## config.mk

```make
export PLATFORM = sky130hd
export DESIGN_NAME = mk_hardware
export DESIGN_NICKNAME = d
export VERILOG_FILES = /design/src/rtl/mk_hardware.sv
export SDC_FILE = /design/constraint.sdc
export NUM_CORES = 1
export LEC_CHECK = 0
export ABC_AREA = 1
export CAP_MARGIN = 40
export CORE_AREA = 2 2 106 108
export DETAILED_ROUTE_END_ITERATION = 6
export DIE_AREA = 0 0 108 110
export GPL_TIMING_DRIVEN = 0
export PLACE_DENSITY = 0.79
export SLEW_MARGIN = 30
export SYNTH_ARGS = -nofsm -noshare
export SYNTH_HDL_FRONTEND = slang
export SYNTH_SLANG_ARGS = --single-unit
```

## constraint.sdc

```tcl
create_clock -name CLK -period 2.9 [get_ports CLK]
set_input_delay 0.58 -clock CLK [delete_from_list [all_inputs] [get_ports CLK]]
set_output_delay 0.58 -clock CLK [all_outputs]
set_load 0.02 [all_outputs]
```

## src/rtl/mk_hardware.sv

```systemverilog
// Put/Get elastic buffer: a circular FIFO of 32-bit words. The producer enqueues
// through put (EN_put/RDY_put); the consumer sees the head word plus a fixed
// OFFSET on get and dequeues with EN_get/RDY_get. The ready flags depend only
// on registered state, so the environment may form EN_* = want && RDY_*.
module mk_hardware #(
  parameter int unsigned DEPTH  = 4,
  parameter logic [31:0] OFFSET = 32'h0
) (
  input  logic        CLK,
  input  logic        RST_N,
  input  logic [31:0] put_datas,
  input  logic        EN_put,
  output logic        RDY_put,
  output logic [31:0] get,
  input  logic        EN_get,
  output logic        RDY_get
);

  localparam int unsigned PW = $clog2(DEPTH);
  localparam int unsigned CW = $clog2(DEPTH + 1);
  localparam logic [CW-1:0] FULL_COUNT = CW'(DEPTH);

  logic [31:0]   mem [DEPTH];
  logic [PW-1:0] wr_ptr;
  logic [PW-1:0] rd_ptr;
  logic [CW-1:0] count;
  logic          do_put;
  logic          do_get;

  assign RDY_put = (count != FULL_COUNT);
  assign RDY_get = (count != '0);

  // Strobes take effect only while the matching ready flag is high.
  assign do_put = EN_put && RDY_put;
  assign do_get = EN_get && RDY_get;

  // Storage array; contents are don't-care until written, so no reset.
  always_ff @(posedge CLK) begin
    if (do_put) mem[wr_ptr] <= put_datas;
  end

  // Pointers and occupancy; pointers wrap naturally since DEPTH is a power of two.
  always_ff @(posedge CLK or negedge RST_N) begin
    if (!RST_N) begin
      wr_ptr <= '0;
      rd_ptr <= '0;
      count  <= '0;
    end else begin
      if (do_put) wr_ptr <= wr_ptr + PW'(1);
      if (do_get) rd_ptr <= rd_ptr + PW'(1);
      case ({do_put, do_get})
        2'b10:   count <= count + CW'(1);
        2'b01:   count <= count - CW'(1);
        default: count <= count;
      endcase
    end
  end

  // Head word plus offset (carry discarded); zero while empty.
  always_comb begin
    get = '0;
    if (RDY_get) get = mem[rd_ptr] + OFFSET;
  end

endmodule

```

==> metrics.log <==
[metrics] result of the run: completed
[metrics] remaining max-slew budget at the tightest pin: 0.611
[metrics] transition time at the pin with the least slew margin: 0.584 ns
[metrics] leading cell types in the layout, fill and taps excluded: 142 x sky130_fd_sc_hd__nand2_1, 128 x sky130_fd_sc_hd__edfxtp_1, 102 x sky130_fd_sc_hd__inv_1
[metrics] Leakage: 3.36 nW
[metrics] Post-Route Hold Slack: 0.329 ns
[metrics] power spent charging and discharging nets: 3.11 mW
[metrics] first-pass detailed-route iteration total: 6
[metrics] final non-filler cell total: 809
[metrics] proportion of layout cells with a drive suffix above 1: 0.117
[metrics] detailed-route vias per instance: 5.11
[metrics] leading register cell type out of synthesis: sky130_fd_sc_hd__edfxtp_1
[metrics] critical path data arrival time: 2.18 ns
[metrics] net count after synthesis: 604
[metrics] met3 Track Usage GR: 0.0553
[metrics] met2 Usage GRT: 0.413
[metrics] proportion of total power due to net switching: 0.377
[metrics] Ant. Diodes: 0
[metrics] residual DRC count: 0
[metrics] total vias in the final route: 4130
[metrics] overall routing resource usage: 0.233
[metrics] clock-pin slew on the worst setup and hold paths: 0.06 ns
[metrics] count of max-cap constraint violations: 0
[metrics] leading area contributor after synthesis: sky130_fd_sc_hd__edfxtp_1
[metrics] FFs w/ async S/R, synth: 0.0519
[metrics] synthesized instance count: 562
[metrics] worst setup timing slack at the placement stage: 0.302 ns
[metrics] mapped cell area: 5900 µm²
[metrics] sequential share of power: 0.328
[metrics] net count of the finished layout: 698
[metrics] number of H-tree levels: 4
[metrics] Req. time, crit path: 2.32 ns
[metrics] wire length per cell: 16.2 µm
[metrics] number of antenna violations at the first check in global routing: 0
[metrics] number of hold buffers added after CTS: 0
[metrics] internal power summed over all cells: 5.13 mW
[metrics] hpwl dp: 8280 µm
[metrics] top-level I/O count: 70
[metrics] width of the die: 108 µm
[metrics] Cell Rows: 38
[metrics] Finish-stage setup viols: 0
[metrics] Min-Delay Path Class: primary input to asynchronous set/reset pin
[metrics] busiest grt layer: met2
[metrics] Critical Path Most Common Cell: sky130_fd_sc_hd__buf_2
[metrics] final critical path time including I/O delays and setup: 2.76 ns
[metrics] Final Hold Fails: 0
[metrics] cell-by-cell trace of the critical path: buf_2 -> inv_2 -> buf_2 -> nand3_1 -> a21oi_1 -> dlygate4sd2_1
[metrics] Reg2Reg Depth: 10
[metrics] floorplan core area: 10700 µm²
[metrics] via count of the first global-routing pass: 4146
[metrics] clock tree from TritonCTS: yes
[metrics] area share of the leading cell type in the synthesized netlist: 0.652
[metrics] Post-synth EDFFs: 128
[metrics] critical path peak fanout: 10
[metrics] top cells by area in the synthesized netlist: sky130_fd_sc_hd__edfxtp_1 65%, sky130_fd_sc_hd__nand2_1 9.0%, sky130_fd_sc_hd__inv_1 6.5%, sky130_fd_sc_hd__nand3_1 5.9%, sky130_fd_sc_hd__dfrtp_1 3.0%
[metrics] remaining antenna violation count: 0
[metrics] maximum buffer depth of the clock tree: 2
[metrics] unrepaired setup endpoints after global routing: no
[metrics] average footprint of a synthesized cell: 10.5 µm²
[metrics] most common cell after layout, fill and taps aside: sky130_fd_sc_hd__nand2_1
[metrics] power per cell area: 1100 nW/µm²
[metrics] P&R area growth vs syn: 27.1%
[metrics] Inserted Clock Buffers: 17
[metrics] initial detailed-routing violation count: 281
[metrics] class of the most critical setup path: register to output port
[metrics] Max Slew Vio Count: 0
[metrics] IR Drop Worst-Case VDD: 0.784 mV
[metrics] area of the die: 11900 µm²
[metrics] Skew-Pair Late Insertion Delay: 0.53 ns
[metrics] combinational group share of total power: 0.420
[metrics] part of the total power dissipated in the clock network: 0.252
[metrics] overflow left after global routing: 0
[metrics] clock sink count: 135
[metrics] Final Total Pwr: 8.23 mW
[metrics] met1 Use GR: 0.270
[metrics] # placed instances: 777
[metrics] crit path capture type: output port
[metrics] buffer cell driving the clock tree root: sky130_fd_sc_hd__clkbuf_8
[metrics] slowest cell on the critical path: sky130_fd_sc_hd__dlygate4sd2_1
[metrics] total wire length after detailed routing: 13100 µm
[metrics] crit path launch type: register
[metrics] Starting Density: 0.551
[metrics] number of synthesized register bits: 135
[metrics] count of buffers from port buffering: 69
[metrics] Die Y-Extent: 110 µm
[metrics] wire length of the first global-routing pass: 20100 µm
[metrics] number of different library cells in the post-synthesis netlist: 21
[metrics] number of warnings reported in the yosys synthesis log: 0
[metrics] Post-CTS Setup Repair Bufs: 0
[metrics] critical path's largest stage delay: 0.37 ns
[metrics] Worst Clk Skew: 0.00604 ns
[metrics] least setup slack across all paths after layout: 0.140 ns
[metrics] Final GP Congestion: 0.736
[metrics] Tcrit/Tclk final: 0.952
[metrics] largest net degree at the start of global routing: 20
[metrics] sequential area share after synthesis: 0.681
[metrics] Max Clk Rate: 362 MHz
==> state kept, by name (all words and copies together) (netlist names) <==
name,count
rd_ptr,2
count,3
mem,128
wr_ptr,2
==> cell families (layout without fill, tap and decap cells) <==
logic type / count (synthesis) / in the layout / share of synthesized area
xor+xnor: 2 / 2 / 0.00297
fa+ha+maj: 6 / 6 / 0.0140
buf+inv: 168 / 275 / 0.119
simple gates: 217 / 217 / 0.154
compound gates: 34 / 34 / 0.0288
flops: 135 / 135 / 0.681
==> synthesized netlist by cell type (2+ instances only) <==
library cell,count
sky130_fd_sc_hd__nand2_1,142
sky130_fd_sc_hd__edfxtp_1,128
sky130_fd_sc_hd__inv_1,102
sky130_fd_sc_hd__nand3_1,69
sky130_fd_sc_hd__a21oi_1,32
sky130_fd_sc_hd__clkinv_1,26
sky130_fd_sc_hd__buf_2,14
sky130_fd_sc_hd__inv_2,13
sky130_fd_sc_hd__dfrtp_1,7
sky130_fd_sc_hd__buf_6,6
sky130_fd_sc_hd__ha_1,5
sky130_fd_sc_hd__nor2_1,4
sky130_fd_sc_hd__clkbuf_1,3
sky130_fd_sc_hd__clkinv_2,3
sky130_fd_sc_hd__xnor2_1,2
==> path summary, 6_finish.rpt <==
path,slack [ns],endpoint,start
setup / recovery,0.14,get[21],rd_ptr[1]$_DFFE_PN0P_
hold / removal,0.33,rd_ptr[0]$_DFFE_PN0P_,RST_N
setup reg to reg,0.56,count[2]$_DFFE_PN0P_,count[0]$_DFFE_PN0P_
hold reg to reg,0.52,count[0]$_DFFE_PN0P_,count[0]$_DFFE_PN0P_
max in group asynchronous,2.31,rd_ptr[1]$_DFFE_PN0P_,RST_N
min in group CLK,0.52,count[0]$_DFFE_PN0P_,count[0]$_DFFE_PN0P_
==> power by group through the flow <==
stage               clock [mW]  combinational, mW  sequential, mW
finish                    2.08               3.46            2.70
global route              2.17               3.77            2.73
CTS                       2.09               3.51            2.70
detailed placement           0               3.62            2.73
global placement             0               3.40            2.75
floorplan                    0               2.09            2.72
==> metal layers <==
layer	wire length (µm)	up-vias
met5	0	-
met2	6920	168
li1	-	1963
met3	835	33
met4	341	0
met1	4980	1966
==> metrics by stage <==
| stage | area [µm²] | TNS [ns] | utilization |
|---|---|---|---|
| final | 7500 | 0 | 0.701 |
| after global routing | 7500 | 0 | 0.701 |
| after CTS | 7470 | 0 | 0.698 |
| after detailed placement | 6910 | 0 | 0.646 |
| after global placement | 6770 | -153.69 | 0.632 |
| after floorplan | 5900 | 0 | - |
==> timing repair <==
action	CTS	global route
setup endpoints to repair	26	12
resized for setup	23	12
pin swaps	0	0
==> critical path, delay by kind of cell, from the launching register on <==
family | cells | cell delay [ns]
AND/OR/NAND/NOR | 1 | 0.14
flip-flops | 1 | 0.36
buffers and inverters | 4 | 0.90
AO/OA/AOI/OAI | 1 | 0.25
==> layout make-up <==
type | count | area [µm²]
clock buffers | 18 | 418
fillers | 737 | 3200
inverters | 144 | 544
multi-input cells | 259 | 1210
repair buffers | 75 | 811
plain buffers | 24 | 163
flip-flops and latches | 135 | 4020
well taps | 140 | 175
clock inverters | 14 | 159
Power figures use the tool's default switching activity.
